File: config.mk
export PLATFORM = sky130hd
export DESIGN_NAME = top_cfg_driver
export DESIGN_NICKNAME = d
export VERILOG_FILES = /design/src/rtl/top_cfg_driver.sv
export SDC_FILE = /design/constraint.sdc
export NUM_CORES = 2
export LEC_CHECK = 0
export ABC_CLOCK_PERIOD_IN_PS = 170100
export CAP_MARGIN = 20
export CORE_AREA = 5 5 694 696
export CTS_CLUSTER_SIZE = 14
export DETAILED_ROUTE_END_ITERATION = 7
export DIE_AREA = 0 0 699 701
export HOLD_SLACK_MARGIN = 0.02
export PLACE_DENSITY = 0.39
export SLEW_MARGIN = 20
export SYNTH_ARGS = -nofsm -noshare
export SYNTH_HDL_FRONTEND = slang
export SYNTH_SLANG_ARGS = --single-unit
File: constraint.sdc
create_clock -name clk -period 170.1 [get_ports clk]
set_clock_uncertainty 0.2 [all_clocks]
set_input_delay 34.02 -clock clk [delete_from_list [all_inputs] [get_ports clk]]
set_output_delay 34.02 -clock clk [all_outputs]
set_load 0.01 [all_outputs]
File: src/rtl/top_cfg_driver.sv
`default_nettype none
// ============================================================================
// Module      : top_cfg_driver
// Description : Turns configuration/image commands into encoded image-bus
//               writes, kernel/offset strobes and the image handshake for top.
// Revision    : 1.0 - initial release
// ============================================================================
module top_cfg_driver #(
    parameter int IMG_W    = 28,
    parameter int FC_IN    = 960,
    parameter int FC_NODES = 10
) (
    input  logic                     clk,
    input  logic                     rst,
    input  logic                     cmd_valid,
    output logic                     cmd_ready,
    input  logic [2:0]               cmd_op,
    input  logic [10:0]              cmd_idx,
    input  logic [8:0]               cmd_val,
    input  logic [FC_IN-1:0]         cmd_bits,
    output logic [IMG_W*IMG_W-1:0]   image,
    output logic [1:0]               kernel_layer,
    output logic [1:0]               offset_layer,
    output logic                     image_in_valid,
    input  logic                     image_in_ready,
    output logic                     busy,
    output logic                     err
);

    localparam int IMG_BITS = IMG_W * IMG_W;
    localparam int IW       = $clog2(FC_IN);
    localparam int ROW3     = 3 * IMG_W;
    localparam int ROW4     = 4 * IMG_W;
    localparam int ROW5     = 5 * IMG_W;
    localparam int ROW6     = 6 * IMG_W;
    localparam int ROW7     = 7 * IMG_W;
    localparam int ROW8     = 8 * IMG_W;

    localparam logic [2:0] OP_C1_KERNEL = 3'd0;
    localparam logic [2:0] OP_C2_KERNEL = 3'd1;
    localparam logic [2:0] OP_C1_BIAS   = 3'd2;
    localparam logic [2:0] OP_C2_BIAS   = 3'd3;
    localparam logic [2:0] OP_FC_BIAS   = 3'd4;
    localparam logic [2:0] OP_FC_ROW    = 3'd5;
    localparam logic [2:0] OP_IMAGE     = 3'd6;

    localparam logic [IW-1:0] I_LAST = IW'(FC_IN - 1);

    typedef enum logic [1:0] {
        S_IDLE   = 2'd0,
        S_WRITE  = 2'd1,
        S_FC_ROW = 2'd2,
        S_IMG    = 2'd3
    } state_t;

    state_t              state_q, state_d;
    logic [IMG_BITS-1:0] image_q, image_d;
    logic [1:0]          kl_q, kl_d;
    logic [1:0]          ol_q, ol_d;
    logic                err_q, err_d;
    logic [FC_IN-1:0]    bits_q, bits_d;
    logic [3:0]          node_q, node_d;
    logic [IW-1:0]       i_q, i_d;

    logic                idx_ok;
    logic [IMG_BITS-1:0] cfg_bus;
    logic [1:0]          cfg_kl;
    logic [1:0]          cfg_ol;
    logic [2:0]          idx_mod5;
    logic [4:0]          idx_div5;
    logic [4:0]          idx_mod18;
    logic [5:0]          idx_div18;

    // One FC weight write: node on row 6, column counter on row 8, weight bit on row 3.
    function automatic logic [IMG_BITS-1:0] fc_word(input logic [3:0]    node,
                                                    input logic [IW-1:0] i,
                                                    input logic          wbit);
        logic [IMG_BITS-1:0] w;
        w              = '0;
        w[ROW6 +: 4]   = node;
        w[ROW8 +: IW]  = i;
        w[ROW3]        = wbit;
        return w;
    endfunction

    always_comb begin
        idx_ok = 1'b0;
        case (cmd_op)
            OP_C1_KERNEL: idx_ok = (cmd_idx < 11'd90);
            OP_C2_KERNEL: idx_ok = (cmd_idx < 11'd1080);
            OP_C1_BIAS:   idx_ok = (cmd_idx < 11'd18);
            OP_C2_BIAS:   idx_ok = (cmd_idx < 11'd60);
            OP_FC_BIAS:   idx_ok = (cmd_idx < 11'd10);
            OP_FC_ROW:    idx_ok = (cmd_idx < 11'(FC_NODES));
            OP_IMAGE:     idx_ok = 1'b1;
            default:      idx_ok = 1'b0;
        endcase
    end

    always_comb begin
        idx_mod5  = 3'(cmd_idx % 11'd5);
        idx_div5  = 5'(cmd_idx / 11'd5);
        idx_mod18 = 5'(cmd_idx % 11'd18);
        idx_div18 = 6'(cmd_idx / 11'd18);
    end

    // Single-cycle config words: cleared bus with only the op's fields set.
    always_comb begin
        cfg_bus = '0;
        cfg_kl  = 2'd0;
        cfg_ol  = 2'd0;
        case (cmd_op)
            OP_C1_KERNEL: begin
                cfg_bus[24:0]      = cmd_bits[24:0];
                cfg_bus[ROW5 +: 3] = idx_mod5;
                cfg_bus[ROW4 +: 5] = idx_div5;
                cfg_kl             = 2'd1;
            end
            OP_C2_KERNEL: begin
                cfg_bus[24:0]      = cmd_bits[24:0];
                cfg_bus[ROW4 +: 5] = idx_mod18;
                cfg_bus[ROW7 +: 6] = idx_div18;
                cfg_kl             = 2'd2;
            end
            OP_C1_BIAS: begin
                cfg_bus[ROW3 +: 7] = cmd_val[6:0];
                cfg_bus[ROW4 +: 6] = cmd_idx[5:0];
                cfg_ol             = 2'd1;
            end
            OP_C2_BIAS: begin
                cfg_bus[ROW3 +: 9] = cmd_val;
                cfg_bus[ROW7 +: 6] = cmd_idx[5:0];
                cfg_ol             = 2'd2;
            end
            OP_FC_BIAS: begin
                cfg_bus[ROW3 +: 8] = cmd_val[7:0];
                cfg_bus[ROW6 +: 4] = cmd_idx[3:0];
                cfg_ol             = 2'd3;
            end
            default: begin
                cfg_bus = '0;
            end
        endcase
    end

    always_comb begin
        state_d = state_q;
        image_d = image_q;
        kl_d    = 2'd0;
        ol_d    = 2'd0;
        err_d   = 1'b0;
        bits_d  = bits_q;
        node_d  = node_q;
        i_d     = i_q;
        case (state_q)
            S_IDLE: begin
                if (cmd_valid) begin
                    if (!idx_ok) begin
                        err_d = 1'b1;
                    end else if (cmd_op == OP_IMAGE) begin
                        image_d = cmd_bits[IMG_BITS-1:0];
                        state_d = S_IMG;
                    end else if (cmd_op == OP_FC_ROW) begin
                        bits_d  = cmd_bits;
                        node_d  = cmd_idx[3:0];
                        i_d     = '0;
                        image_d = fc_word(cmd_idx[3:0], '0, cmd_bits[0]);
                        kl_d    = 2'd3;
                        state_d = S_FC_ROW;
                    end else begin
                        image_d = cfg_bus;
                        kl_d    = cfg_kl;
                        ol_d    = cfg_ol;
                        state_d = S_WRITE;
                    end
                end
            end
            S_WRITE: begin
                state_d = S_IDLE;
            end
            S_FC_ROW: begin
                if (i_q == I_LAST) begin
                    state_d = S_IDLE;
                end else begin
                    i_d     = i_q + IW'(1);
                    image_d = fc_word(node_q, i_d, bits_q[i_d]);
                    kl_d    = 2'd3;
                end
            end
            S_IMG: begin
                if (image_in_ready) begin
                    state_d = S_IDLE;
                end
            end
            default: begin
                state_d = S_IDLE;
            end
        endcase
    end

    always_ff @(posedge clk or posedge rst) begin
        if (rst) begin
            state_q <= S_IDLE;
            image_q <= '0;
            kl_q    <= 2'd0;
            ol_q    <= 2'd0;
            err_q   <= 1'b0;
            bits_q  <= '0;
            node_q  <= 4'd0;
            i_q     <= '0;
        end else begin
            state_q <= state_d;
            image_q <= image_d;
            kl_q    <= kl_d;
            ol_q    <= ol_d;
            err_q   <= err_d;
            bits_q  <= bits_d;
            node_q  <= node_d;
            i_q     <= i_d;
        end
    end

    assign cmd_ready      = (state_q == S_IDLE);
    assign busy           = (state_q != S_IDLE);
    assign image_in_valid = (state_q == S_IMG);
    assign image          = image_q;
    assign kernel_layer   = kl_q;
    assign offset_layer   = ol_q;
    assign err            = err_q;

endmodule
`default_nettype wire

==> impl_metrics.json <==
{
  "status": "finished clean",
  "cp_top_family": "buffers and inverters",
  "totalWireLength_um": 448000,
  "place.gp.congestion": 0.852,
  "vdd_drop_max_mv": 0.00836,
  "grt_first_pass_wirelength_um": 605000,
  "start_util": 0.162,
  "cts_sinks": 1765,
  "die_y_um": 701,
  "worst_setup_path_start_kind": "input pin",
  "worstRegToRegCells": 11,
  "ys_ff_latch": 1765,
  "dr.pass1.iters": 6,
  "cp_common_cell": "buf_4",
  "dpl_cell_area_mm2": 0.101,
  "layout_min_cycle_time_ps": 41970,
  "fin_nets": 10500,
  "ctsHoldBuffers": 0,
  "clk_latency_ps": 930,
  "intPower_mw": 1.02,
  "design_area_mm2": 0.109,
  "hpwl_um": 345000,
  "setup_slack_ps": 128130,
  "route.vias.total": 65600,
  "switching_power_mw": 0.576,
  "yosysTopAreaCellShare": 0.575,
  "clk_pin_slew_ps": 60,
  "grt_util_all_layers": 0.176,
  "preCtsSetupSlack_ps": 127270,
  "cp_max_fo": 85,
  "synth_edf_count": 0,
  "ff_latch_area_mm2": 0.0442,
  "postSynth.asyncResetShare": 1.00,
  "clock_path_buffers": 4,
  "synth_ff_type": "dfrtp_1",
  "grt-ovfl-total": 0,
  "max_slew_margin": 0.223,
  "power.leakage_nw": 51.7,
  "cts_tree": "yes",
  "viasPerCell": 4.10,
  "ant_nets": 0,
  "tightestPinTransition_ps": 1150,
  "die_w_um": 699,
  "fmax_mhz": 23.8,
  "synthesis.nets": 8982,
  "drtIter0Drc": 5272,
  "worstPathRequired_ps": 170680,
  "max-cap-violations": 0,
  "root_buffer": "clkbuf_16",
  "hp-class": "reg2reg",
  "seq_area_frac_synth": 0.575,
  "synthTopCellsByArea": "dfrtp_1 57%, nand2_1 20%, mux4_2 9.3%",
  "io_buffer_count": 1778,
  "numCtsBuffers": 228,
  "cp_slowest_cell": "clkdlybuf4s50_1",
  "setup_tns_ps": 0,
  "min_path_cells": 2,
  "final_common_cell": "nand2_1",
  "rsz0062_at_grt": "false",
  "combPwrFrac": 0.327,
  "netlist_instances": 7991,
  "arrival_ps": 42550,
  "setup_violations": 0,
  "remaining_drc_errors": 0,
  "cts.repair.resized": 0,
  "final_cell_mix": "4045 x nand2_1, 1777 x clkdlybuf4s50_1, 1764 x dfrtp_1, 565 x nand3_1, 317 x mux4_2",
  "end_kind": "flip-flop",
  "die_area_mm2": 0.490,
  "num_rows": 253,
  "grt_max_degree": 178,
  "hold_viol_final": 0,
  "coreArea_mm2": 0.474,
  "antenna_found_initial": 145,
  "cts-htree-levels": 4,
  "wl_per_cell_um": 28.0,
  "clkPwrFrac": 0.316,
  "final_max_slew_viol_count": 0,
  "grt_pass1_vias": 67300,
  "drive_above_1_share": 0.0877,
  "syn_avg_cell_area_um2": 9.62,
  "synth_area_mm2": 0.0769,
  "yosysTopAreaCell": "dfrtp_1",
  "area_growth_pct": 41.9,
  "fill_cells": 51700,
  "path_buf_inv": 8,
  "post-cts-setup-buffers": 0,
  "multi_input_area_mm2": 0.0305,
  "powerDensity_mw_per_mm2": 14.6,
  "period_share": 0.247,
  "num_io_pins": 1779,
  "max_stage_delay_ps": 850,
  "ys_warn_count": 0,
  "synth.distinct_cells": 98,
  "crit_cells": 19,
  "p_seq_frac": 0.357,
  "swShare": 0.362,
  "path_cells": "clkdlybuf4s50_1 -> inv_1 -> nor2_1 -> nand2_1 -> o221ai_1 -> a21boi_0 -> o21ai_0 -> a21oi_1 -> o21ai_0 -> nand3_1 -> or2_4 -> buf_4 -> buf_4 -> buf_4 -> buf_4 -> buf_4 -> buf_4 -> nand2_1 -> nand2_1",
  "criticalPathCategory": "in2reg"
}
## cell usage after synthesis (all sizes together) (4+ instances only)
cell type / count
a222oi: 8
buf: 108
mux2: 7
a211oi: 12
nand3: 565
nor2: 77
a31oi: 14
o211ai: 11
o22ai: 6
ha: 4
and3: 6
or2: 7
dfrtp: 1765
clkbuf: 464
mux4: 317
or3: 5
o41ai: 8
o221ai: 7
a22oi: 15
nor2b: 12
nor4: 6
nand4: 5
a21oi: 41
a22o: 202
o311ai: 4
a221o: 7
nand2b: 15
o21ai: 72
nand2: 4046
xor2: 6
nor3: 19
o31ai: 12
nand3b: 4
a2111oi: 9
xnor2: 15
and2: 10
and3b: 4
mux2i: 7
a221oi: 5
nor4b: 4
inv: 24
## through the flow
stage / hold slack (ps) / utilization / power, mW / cells
after floorplan: 233 / - / 0.830 / 7991
after global placement: 243 / 0.214 / 1.11 / 15600
after detailed placement: 250 / 0.214 / 1.11 / 15600
after CTS: 263 / 0.230 / 1.63 / 16000
after global routing: 279 / 0.230 / 1.68 / 16000
final: 259 / 0.230 / 1.59 / 16000
## kinds of logic after synthesis
| kind of cell | synth area share |
|---|---|
| AO/OA/AOI/OAI | 0.0484 |
| XOR/XNOR | 0.00288 |
| adder cells (fa/ha/maj) | 0.000781 |
| buffers and inverters | 0.0306 |
| flip-flops | 0.575 |
| multiplexers | 0.0948 |
| AND/OR/NAND/NOR | 0.248 |
## tightest hold or removal path: cells and delay by family, from the launching register on
kind / cells / cell delay, ps
AND/OR/NAND/NOR: 2 / 100
flip-flops: 1 / 340
## routing by layer
metal / share of wire / GRT usage / vias up
li1: - / - / 29500
met1: 0.39 / 0.205 / 33500
met2: 0.51 / 0.311 / 1912
met3: 0.063 / 0.0459 / 588
met4: 0.038 / 0.0581 / 104
met5: 0.0015 / 0 / -
## area by class of cell
cell class,count,share of cell area
Clock inverter,83,0.00953
Sequential cell,1765,0.405
Multi-Input combinational cell,5628,0.279
Timing Repair Buffer,1899,0.173
Clock buffer,324,0.0600
Antenna cell,51,0.00117
Inverter,26,0.000963
Tap cell,6247,0.0716
## registers in the layout, summed over array words and instances, names as in the netlist
| signal | cells |
|---|---|
| image | 784 |
| node_q | 4 |
| kernel_layer | 2 |
| bits_q | 960 |
| state_q | 2 |
| err | 1 |
| offset_layer | 2 |
| i_q | 10 |
## path summary, 6_finish.rpt
path	to	slack [ps]	from
min reg2reg	bits_q[668]	260	bits_q[668]
max in group asynchronous	image[403]	131370	rst
max reg2reg	bits_q[574]	163170	state_q[0]
min in group asynchronous	bits_q[896]	33420	rst
max	bits_q[574]	128130	cmd_op[1]
min	bits_q[668]	260	bits_q[668]
## power by group through the flow
stage | clock, mW | sequential, mW | combinational, mW
3_5_place_dp | 0 | 0.575 | 0.539
2_1_floorplan | 0 | 0.576 | 0.255
5_1_grt | 0.537 | 0.579 | 0.562
3_3_place_gp | 0 | 0.574 | 0.538
4_1_cts | 0.522 | 0.568 | 0.540
6_report | 0.504 | 0.568 | 0.521
Power figures use the tool's default switching activity.
